--- config.mk ---
export PLATFORM = sky130hd
export DESIGN_NAME = scmp_sio_port
export DESIGN_NICKNAME = d
export VERILOG_FILES = /design/src/rtl/scmp_sio_pak.sv /design/src/rtl/scmp_sio_baud.sv /design/src/rtl/scmp_sio_port.sv
export SDC_FILE = /design/constraint.sdc
export NUM_CORES = 1
export LEC_CHECK = 0
export BUFFER_PORTS_ARGS = -buffer_cell sky130_fd_sc_hd__buf_2
export CAP_MARGIN = 40
export CORE_UTILIZATION = 50
export DETAILED_ROUTE_END_ITERATION = 10
export PLACE_DENSITY = 0.82
export SLEW_MARGIN = 20
export SYNTH_ARGS = -nofsm -noshare
export SYNTH_HDL_FRONTEND = slang
export SYNTH_SLANG_ARGS = --single-unit
export TNS_END_PERCENT = 5
--- constraint.sdc ---
create_clock -name clk -period 2.4 [get_ports clk]
set_input_delay 0.36 -clock clk [delete_from_list [all_inputs] [get_ports clk]]
set_output_delay 0.36 -clock clk [all_outputs]
set_load 0.1 [all_outputs]
--- src/rtl/scmp_sio_pak.sv ---
// Shared types and constants for the SC/MP extension-register serial port.
package scmp_sio_pak;

  typedef enum logic [2:0] {
    IDLE  = 3'd0,
    START = 3'd1,
    DATA  = 3'd2,
    STOP  = 3'd3,
    DONE  = 3'd4
  } SIO_STATE_t;

  localparam int unsigned SIO_BITS        = 8;
  localparam int unsigned SIO_CLK_DIV_DEF = 16;

endpackage

--- src/rtl/scmp_sio_baud.sv ---
// Bit-period down-counter: loads CLK_DIV-1, ticks on reaching zero and reloads on the same cycle.
module scmp_sio_baud #(
  parameter int unsigned CNT_W   = 16,
  parameter int unsigned CLK_DIV = 16
) (
  input  logic clk,
  input  logic rst,
  input  logic load_i,
  input  logic run_i,
  output logic tick_o
);

  localparam logic [CNT_W-1:0] RELOAD = CNT_W'(CLK_DIV - 1);

  logic [CNT_W-1:0] cnt_q, cnt_d;

  assign tick_o = run_i && (cnt_q == '0);

  always_comb begin
    cnt_d = cnt_q;
    if (load_i || tick_o)
      cnt_d = RELOAD;
    else if (run_i)
      cnt_d = cnt_q - CNT_W'(1);
  end

  always_ff @(posedge clk) begin
    if (rst)
      cnt_q <= '0;
    else
      cnt_q <= cnt_d;
  end

endmodule

--- src/rtl/scmp_sio_port.sv ---
// SC/MP E register with SIN/SOUT: manual SIO shifting plus a self-timed 8-bit burst.
// Define SCMP_SIO_FRAME_EN to add UART 8N1 start/stop framing and frame_err.
module scmp_sio_port
  import scmp_sio_pak::*;
#(
  parameter int unsigned CLK_DIV = SIO_CLK_DIV_DEF,
  parameter int unsigned CNT_W   = 16
) (
  input  logic                clk,
  input  logic                rst,
  input  logic                e_ld,
  input  logic [SIO_BITS-1:0] e_din,
  output logic [SIO_BITS-1:0] e_dout,
  input  logic                sio_strb,
  input  logic                burst_go,
  output logic                busy,
  output logic                done,
  output logic                frame_err,
  input  logic                sin,
  output logic                sout
);

  SIO_STATE_t          state_q;
  logic [SIO_BITS-1:0] e_q;
  logic [2:0]          bit_cnt_q;
  logic [1:0]          sync_q;
  logic                sout_q, busy_q, done_q;
  logic                sin_s, tick, baud_load, baud_run;
  logic [SIO_BITS-1:0] e_shift;

  assign sin_s     = sync_q[1];
  assign e_shift   = {sin_s, e_q[SIO_BITS-1:1]};
  assign baud_load = (state_q == IDLE) && burst_go && !e_ld;
  assign baud_run  = state_q inside {START, DATA, STOP};

  scmp_sio_baud #(
    .CNT_W  (CNT_W),
    .CLK_DIV(CLK_DIV)
  ) u_baud (
    .clk   (clk),
    .rst   (rst),
    .load_i(baud_load),
    .run_i (baud_run),
    .tick_o(tick)
  );

  always_ff @(posedge clk) begin
    if (rst)
      sync_q <= '1;
    else
      sync_q <= {sync_q[0], sin};
  end

`ifdef SCMP_SIO_FRAME_EN
  logic frame_err_q;
  assign frame_err = frame_err_q;
`else
  assign frame_err = 1'b0;
`endif

  always_ff @(posedge clk) begin
    if (rst) begin
      state_q   <= IDLE;
      e_q       <= '0;
      bit_cnt_q <= '0;
      sout_q    <= 1'b1;
      busy_q    <= 1'b0;
      done_q    <= 1'b0;
`ifdef SCMP_SIO_FRAME_EN
      frame_err_q <= 1'b0;
`endif
    end else begin
      done_q <= 1'b0;
      case (state_q)
        IDLE: begin
          if (e_ld) begin
            e_q <= e_din;
          end else if (burst_go) begin
            busy_q    <= 1'b1;
            bit_cnt_q <= '0;
`ifdef SCMP_SIO_FRAME_EN
            sout_q      <= 1'b0;
            frame_err_q <= 1'b0;
            state_q     <= START;
`else
            sout_q  <= e_q[0];
            state_q <= DATA;
`endif
          end else if (sio_strb) begin
            sout_q <= e_q[0];
            e_q    <= e_shift;
          end
        end
`ifdef SCMP_SIO_FRAME_EN
        START: begin
          if (tick) begin
            sout_q  <= e_q[0];
            state_q <= DATA;
          end
        end
`endif
        DATA: begin
          if (tick) begin
            e_q       <= e_shift;
            bit_cnt_q <= bit_cnt_q + 3'd1;
            if (bit_cnt_q == 3'(SIO_BITS - 1)) begin
`ifdef SCMP_SIO_FRAME_EN
              sout_q  <= 1'b1;
              state_q <= STOP;
`else
              sout_q  <= e_q[1];
              state_q <= DONE;
`endif
            end else begin
              sout_q <= e_q[1];
            end
          end
        end
`ifdef SCMP_SIO_FRAME_EN
        STOP: begin
          if (tick) begin
            frame_err_q <= ~sin_s;
            state_q     <= DONE;
          end
        end
`endif
        DONE: begin
          done_q  <= 1'b1;
          busy_q  <= 1'b0;
          sout_q  <= 1'b1;
          state_q <= IDLE;
        end
        default: state_q <= IDLE;
      endcase
    end
  end

  assign e_dout = e_q;
  assign sout   = sout_q;
  assign busy   = busy_q;
  assign done   = done_q;

endmodule
# Word-level counts from Yosys, hierarchy flattened
# Cells that the tools add are included.
[totals]
out_inout_bits = 12
in_bits = 14
regBits = 35
[op_classes]
n_addsub = 2
n_mux = 25
n_eq_ne = 12
n_reduce_logical = 18
[ops]
columns = ["operator", "n"]
rows = [
  ["two-way mux 8 bit", 4],
  ["two-way mux 3 bit", 7],
  ["zero test 16 bit", 1],
  ["case mux 8 bit (2 select lines)", 1],
  ["AND reduction 4 bit", 4],
  ["subtractor 16 x 1 -> 16 bit (second input constant)", 1],
  ["case mux 3 bit (2 select lines)", 2],
  ["!= test 3 bit (second input constant)", 3],
  ["two-way mux 4 bit", 2],
  ["two-way mux 1 bit", 7],
  ["== test 3 x 2 -> 1 bit (second input constant)", 2],
  ["== test 3 bit (second input constant)", 2],
  ["nonzero test 2 bit", 3],
  ["nonzero test 3 bit", 2],
  ["!= test 2 x 1 -> 1 bit (second input constant)", 2],
  ["!= test 2 bit (second input constant)", 2],
  ["adder 3 x 1 -> 3 bit (second input constant)", 1],
  ["== test 3 x 1 -> 1 bit (second input constant)", 1],
  ["logical AND 1 bit", 3],
  ["zero test 3 bit", 1],
  ["case mux 1 bit (3 select lines)", 1],
  ["AND reduction 3 bit", 1],
  ["case mux 1 bit (2 select lines)", 1],
  ["OR reduction 2 bit", 1],
  ["2 further kinds", 2],
]

# Depth between registers and ports, before layout
[logic_depth]
ltp_word = 5
ltp_mapped = 8
ltp_nobuf = 6

# Modules after synthesis
# From an unflattened synthesis, not the netlist that was laid out.
[unflattened]
hier_cells = 175
area_unflattened_um2 = 1690.4
[modules_own_cells]
columns = ["mod", "area_per_inst_um2", "seq_area_each_um2", "cells_each", "instances"]
rows = [
  ["scmp_sio_port", 934.6, 360.3, 95, 1],
  ["scmp_sio_baud", 755.7, 320.3, 80, 1],
]

# Worst setup path after synthesis
# No wires, ideal clock.
[synth_timing]
path_type = "flip-flop to flip-flop"
start = "register state_q[2]"
end = "register e_q[1] (netlist: e_dout[1])"
required_ns = 2.279
stages_incl_launch_ff = 9
synth_period_minus_slack_ns = 1.862
setup_time_ns = 0.121
path_slack_ns = 0.538
arrival_time_ns = 1.741
path_cell_list = "dfxtp_1 > inv_1 > ha_1 > buf_2 > nor2b_1 > clkbuf_1 > mux2i_1 > nor2_1 > mux2_4"
[synth_between]
elab_chain_cells = 5
word_cells_on_any_way = 12
classes_between = "eq/ne: 6; mux: 1; reduce/logical: 5"
[synth_lines]
columns = ["element", "line", "rtl"]
rows = [
  ["start: declaration", "scmp_sio_port.sv:23", "SIO_STATE_t state_q;"],
  ["start signal: assignment", "scmp_sio_port.sv:63", "state_q <= IDLE;"],
  ["start signal: assignment", "scmp_sio_port.sv:87", "state_q <= DATA;"],
  ["start signal: assignment", "scmp_sio_port.sv:112", "state_q <= DONE;"],
  ["== test 3 x 1 -> 1 bit (tied with other cells)", "scmp_sio_port.sv:34", "assign baud_run = state_q inside {START, DATA, STOP};"],
  ["nonzero test 3 bit", "scmp_sio_port.sv:34", ""],
  ["logical AND 1 bit", "scmp_sio_baud.sv:17", "assign tick_o = run_i && (cnt_q == '0);"],
  ["!= test 2 x 1 -> 1 bit (no line)", "-", ""],
  ["AND reduction 4 bit (no line)", "-", ""],
  ["end signal: assignment", "scmp_sio_port.sv:77", "e_q <= e_din;"],
  ["end signal: assignment", "scmp_sio_port.sv:91", "e_q <= e_shift;"],
  ["end signal: assignment", "scmp_sio_port.sv:104", "e_q <= e_shift;"],
  ["end: declaration", "scmp_sio_port.sv:24", "logic [SIO_BITS-1:0] e_q;"],
]
# Several ways; a longest one is shown, not always the timed one.
# A chain may end at the register's enable or synchronous reset.

# Worst setup path after layout
[layout_timing]
start = "register state_q[2]"
end = "register u_baud.cnt_q[11]"
[layout_between]
elab_chain_cells = 5
word_cells_on_any_way = 10
classes_between = "eq/ne: 3; reduce/logical: 7"
[layout_lines]
columns = ["element", "line", "rtl"]
rows = [
  ["== test 3 x 1 -> 1 bit (tied with other cells)", "scmp_sio_port.sv:34", ""],
  ["nonzero test 3 bit or logical AND 1 bit (tied branches)", "scmp_sio_port.sv:34, scmp_sio_port.sv:33", ""],
  ["logical AND 1 bit, on equally long branches", "scmp_sio_baud.sv:17, scmp_sio_port.sv:33", ""],
  ["logical OR 1 bit", "scmp_sio_baud.sv:21", "if (load_i || tick_o)"],
  ["OR reduction 2 bit (no line)", "-", ""],
  ["end signal: assignment", "scmp_sio_baud.sv:31", "cnt_q <= cnt_d;"],
  ["end: declaration", "scmp_sio_baud.sv:15", "logic [CNT_W-1:0] cnt_q, cnt_d;"],
]
# Several ways; a longest one is shown, not always the timed one.

==> flow_results.xml <==
<?xml version="1.0" encoding="UTF-8"?>
<metrics>
  <group name="hold_path">
    <metric name="worstHoldStart" unit="">sin</metric>
    <metric name="min-delay-path-class" unit="">input pin to register</metric>
    <metric name="hold_depth" unit="">2</metric>
    <metric name="end_point_of_the_worst_hold_path" unit="">sync_q[0]</metric>
  </group>
  <group name="timing">
    <metric name="worstMarginPinSlew" unit="ps">535.1</metric>
    <metric name="totalNegativeSetupSlack" unit="ps">0</metric>
    <metric name="fin_crit_sh" unit="%">85.63</metric>
    <metric name="final_max_slew_viol_count" unit="">0</metric>
    <metric name="final_hold_viol_count" unit="">0</metric>
    <metric name="clock-skew-final" unit="ps">3.215</metric>
    <metric name="fmax" unit="GHz">0.4866</metric>
    <metric name="slew_headroom" unit="%">64.32</metric>
    <metric name="layout_min_cycle_time" unit="ps">2055</metric>
    <metric name="setup_violations" unit="">0</metric>
    <metric name="rsz0062_at_grt" unit="">false</metric>
  </group>
  <group name="flow_run">
    <metric name="cap_violations" unit="">0</metric>
  </group>
  <group name="power_and_ir_drop">
    <metric name="clock_power_share" unit="%">12.8</metric>
    <metric name="power.net_switching" unit="uW">1225</metric>
    <metric name="power.ir.vdd_worst" unit="mV">0.6231</metric>
    <metric name="sequentialPowerShare" unit="%">33.0</metric>
    <metric name="combinational_group_share_of_total_power" unit="%">54.2</metric>
    <metric name="p_per_area" unit="nW/um^2">1248</metric>
    <metric name="switching_share" unit="%">48.09</metric>
    <metric name="leakage" unit="uW">0.0008588</metric>
    <metric name="internal_power" unit="uW">1322</metric>
  </group>
  <group name="grt">
    <metric name="grt_start_max_net_pins" unit="">34</metric>
    <metric name="number_of_global_route_vias_before_repair" unit="">1332</metric>
    <metric name="groute.layer.met2.usage" unit="%">28.98</metric>
    <metric name="gr-total-overflow" unit="">0</metric>
    <metric name="global_route.usage.total" unit="%">19.16</metric>
    <metric name="first_pass_grt_wire_length" unit="um">5927</metric>
    <metric name="grt.met1_usage" unit="%">25.83</metric>
    <metric name="antenna_violations_before_repair" unit="">0</metric>
    <metric name="grt.met3_usage" unit="%">6.066</metric>
    <metric name="grt.busiest_layer" unit="">met2</metric>
  </group>
  <group name="die">
    <metric name="initial_core_util" unit="%">53.30</metric>
    <metric name="row_count" unit="">21</metric>
    <metric name="design.core.area" unit="sq um">3416</metric>
    <metric name="floorplan.io_pins" unit="">26</metric>
    <metric name="design.die.area" unit="sq um">3886</metric>
    <metric name="die-width" unit="um">62.34</metric>
    <metric name="die-height" unit="um">62.34</metric>
  </group>
  <group name="clock_network">
    <metric name="post_cts.repair.setup_buffers" unit="">0</metric>
    <metric name="tritoncts.num_buffers" unit="">5</metric>
    <metric name="cts.reportedPaths.clkPinSlew" unit="ps">100</metric>
    <metric name="holdBufCountCts" unit="">0</metric>
    <metric name="cts_root_buf" unit="">sky130_fd_sc_hd__clkbuf_4</metric>
    <metric name="tritoncts" unit="">yes</metric>
    <metric name="cts.path.max_buffers" unit="">2</metric>
    <metric name="cts_num_sinks" unit="">34</metric>
    <metric name="cts.repair.resized" unit="">0</metric>
    <metric name="clock_latency" unit="ps">330</metric>
    <metric name="htree_levels" unit="">2</metric>
  </group>
  <group name="synth">
    <metric name="yosysTopAreaCell" unit="">sky130_fd_sc_hd__dfxtp_1</metric>
    <metric name="synthesis.area_per_instance" unit="sq um">9.241</metric>
    <metric name="synth.area.top_cells" unit="">sky130_fd_sc_hd__dfxtp_1, sky130_fd_sc_hd__mux2_4, sky130_fd_sc_hd__mux2i_1, sky130_fd_sc_hd__nor2_1, sky130_fd_sc_hd__ha_1</metric>
    <metric name="synth_enable_flop_cells" unit="">0</metric>
    <metric name="netlist_instances" unit="">197</metric>
    <metric name="yosys_register_bits" unit="">34</metric>
    <metric name="synthDominantCellAreaShare" unit="%">37.39</metric>
    <metric name="synth.yosys.seq_area_share" unit="%">37.39</metric>
    <metric name="synth_warnings" unit="">0</metric>
    <metric name="synthesis.area" unit="sq um">1820</metric>
    <metric name="synth_nets" unit="">218</metric>
    <metric name="synth.lib_cells_used.distinct" unit="">48</metric>
    <metric name="synth-main-ff-cell" unit="">sky130_fd_sc_hd__dfxtp_1</metric>
    <metric name="async_reset_ff_share" unit="%">0</metric>
  </group>
  <group name="outcome">
    <metric name="status" unit="">finished clean</metric>
  </group>
  <group name="place">
    <metric name="place.gp.congestion" unit="">0.7819</metric>
    <metric name="numPlacedInstances" unit="">261</metric>
    <metric name="numPortBuffers" unit="">24</metric>
    <metric name="hpwl_dp" unit="um">2379</metric>
  </group>
  <group name="routing">
    <metric name="drc" unit="">0</metric>
    <metric name="detail_route.vias_per_cell" unit="">5.264</metric>
    <metric name="detailedRoute.firstIterationViolations" unit="">67</metric>
    <metric name="drt_wl_total" unit="um">3291</metric>
    <metric name="drt_first_pass_iters" unit="">4</metric>
    <metric name="vias" unit="">1416</metric>
    <metric name="final_antenna_net_count" unit="">0</metric>
    <metric name="routedWlPerCell" unit="um">12.23</metric>
  </group>
  <group name="setup_path">
    <metric name="worst_ep_required_time" unit="ps">2670</metric>
    <metric name="crit_path_end_kind" unit="">register</metric>
    <metric name="r2r_end" unit="">u_baud.cnt_q[11]</metric>
    <metric name="regToRegSetupSlack" unit="ps">340</metric>
    <metric name="regToRegStartpoint" unit="">state_q[2]</metric>
    <metric name="critical_setup_path_kind" unit="">register to register</metric>
    <metric name="critPathArrivalTime" unit="ps">2320</metric>
    <metric name="worstSetupStartpointType" unit="">register</metric>
    <metric name="timing.critical_path.fanout_max" unit="">7</metric>
    <metric name="rr_worst_depth" unit="">6</metric>
  </group>
  <group name="final_layout">
    <metric name="post_route_insts_no_fill" unit="">269</metric>
    <metric name="fin_nets" unit="">243</metric>
    <metric name="drive_gt1_share" unit="%">23.77</metric>
    <metric name="n_antenna_cell" unit="">0</metric>
    <metric name="flow.area_growth_from_synthesis" unit="%">12.10</metric>
    <metric name="num-fill-cells" unit="">291</metric>
    <metric name="core_util_final" unit="%">59.74</metric>
  </group>
</metrics>
-- worst max-delay path by stage --
| stage | from | slack, ps | cells after the start | end |
|---|---|---|---|---|
| final | state_q[2] | 340 | 6 | u_baud.cnt_q[11] |
| after global routing | state_q[2] | 170 | 6 | u_baud.cnt_q[11] |
| after CTS | state_q[2] | 340 | 6 | u_baud.cnt_q[11] |
| after detailed placement | state_q[2] | 360 | 6 | u_baud.cnt_q[11] |
| after global placement | state_q[2] | 380 | 6 | u_baud.cnt_q[11] |
| after floorplan | state_q[2] | 540 | 8 | e_dout[1] |
-- Yosys cell counts (all sizes together) (2+ instances only) --
master / count
nor2b: 12
nor4: 4
nand2: 4
inv: 5
buf: 5
nor3: 3
xor2: 5
o21ai: 4
a31oi: 2
nand3: 4
clkbuf: 6
mux2i: 10
nand2b: 3
xnor2: 4
o31ai: 2
ha: 7
a211o: 2
nand4: 3
a221oi: 2
o211ai: 4
nor4b: 2
a21oi: 14
or3: 5
dfxtp: 34
or4: 3
mux2: 8
or2: 3
nor2: 24
-- sequential cells by signal (all words and copies together) (netlist names) --
| name | count |
|---|---|
| sout | 1 |
| bit_cnt_q | 3 |
| state_q | 2 |
| sync_q | 2 |
| busy | 1 |
| done | 1 |
| u_baud.cnt_q | 16 |
| e_dout | 8 |
-- routing by layer --
| layer | part of all wire [%] | vias up |
|---|---|---|
| li1 | - | 750 |
| met3 | 2.1 | 4 |
| met5 | 0 | - |
| met4 | 1.1 | 0 |
| met2 | 44 | 20 |
| met1 | 53 | 642 |
-- power groups by stage --
stage	combinational (uW)	clock [uW]	sequential (uW)
finish	1380	325	842
global route	1490	369	867
CTS	1380	334	842
detailed placement	1370	0	853
global placement	1360	0	850
floorplan	770	0	1220
-- per-stage QoR --
step / instance area (sq um) / worst slack, ps / total power [uW] / hold WS (ps)
3_3_place_gp: 1981 / 381.0 / 2206 / 393.1
4_1_cts: 2041 / 336.0 / 2551 / 192.5
2_1_floorplan: 1821 / 537.7 / 1987 / 389.5
6_report: 2041 / 344.8 / 2547 / 205.6
5_1_grt: 2041 / 173.8 / 2728 / 168.9
3_5_place_dp: 1981 / 359.2 / 2222 / 399.6
-- final cells by class --
| cell class | instances | area (sq um) | share of cell area [%] |
|---|---|---|---|
| repair buffers | 29 | 157.7 | 7.725 |
| multi-input cells | 147 | 1066 | 52.24 |
| inverters | 5 | 18.77 | 0.9197 |
| well taps | 46 | 57.56 | 2.820 |
| clock inverters | 1 | 5.005 | 0.2452 |
| clock buffers | 7 | 55.05 | 2.698 |
| flip-flops and latches | 34 | 680.7 | 33.35 |
-- layout by cell type, fill, tap and decap left out, types with 3 or more instances in the layout --
cell type                  Yosys  final
sky130_fd_sc_hd__a21oi_1      14     14
sky130_fd_sc_hd__buf_2         2     24
sky130_fd_sc_hd__buf_4         1      5
sky130_fd_sc_hd__clkbuf_4      0      5
sky130_fd_sc_hd__dfxtp_1      34     34
sky130_fd_sc_hd__ha_1          7      7
sky130_fd_sc_hd__inv_1         5      5
sky130_fd_sc_hd__mux2_4        8      8
sky130_fd_sc_hd__mux2i_1      10     10
sky130_fd_sc_hd__nand2_1       4      4
sky130_fd_sc_hd__nand2b_1      3      3
sky130_fd_sc_hd__nand3_1       4      4
sky130_fd_sc_hd__nand4_1       3      3
sky130_fd_sc_hd__nor2_1       24     24
sky130_fd_sc_hd__nor2b_1      12     12
sky130_fd_sc_hd__nor3_1        3      3
sky130_fd_sc_hd__o211ai_1      4      4
sky130_fd_sc_hd__o21ai_0       4      4
sky130_fd_sc_hd__or2_2         3      3
sky130_fd_sc_hd__or3_1         4      4
sky130_fd_sc_hd__xnor2_1       4      4
sky130_fd_sc_hd__xor2_1        5      5
-- logic make-up (layout without fill, tap and decap cells) --
logic type      after synthesis  count (layout)  share of synthesized area, %
compound gates               37              37                         13.27
xor+xnor                      9               9                         4.330
fa+ha+maj                     7               7                         4.811
buf+inv                      16              42                         4.055
flops                        34              34                         37.39
mux                          18              18                         12.10
other cells                   1               1                        0.2060
simple gates                 75              75                         23.85
-- critical path, stage by stage, from the launching register on --
cell and delay [ps]:
sky130_fd_sc_hd__dfxtp_1 360, sky130_fd_sc_hd__inv_1 90, sky130_fd_sc_hd__ha_1 270, sky130_fd_sc_hd__nor4b_2 330, sky130_fd_sc_hd__nand4b_1 320, sky130_fd_sc_hd__or4_1 480, sky130_fd_sc_hd__a21oi_1 140
Power figures use the tool's default switching activity.
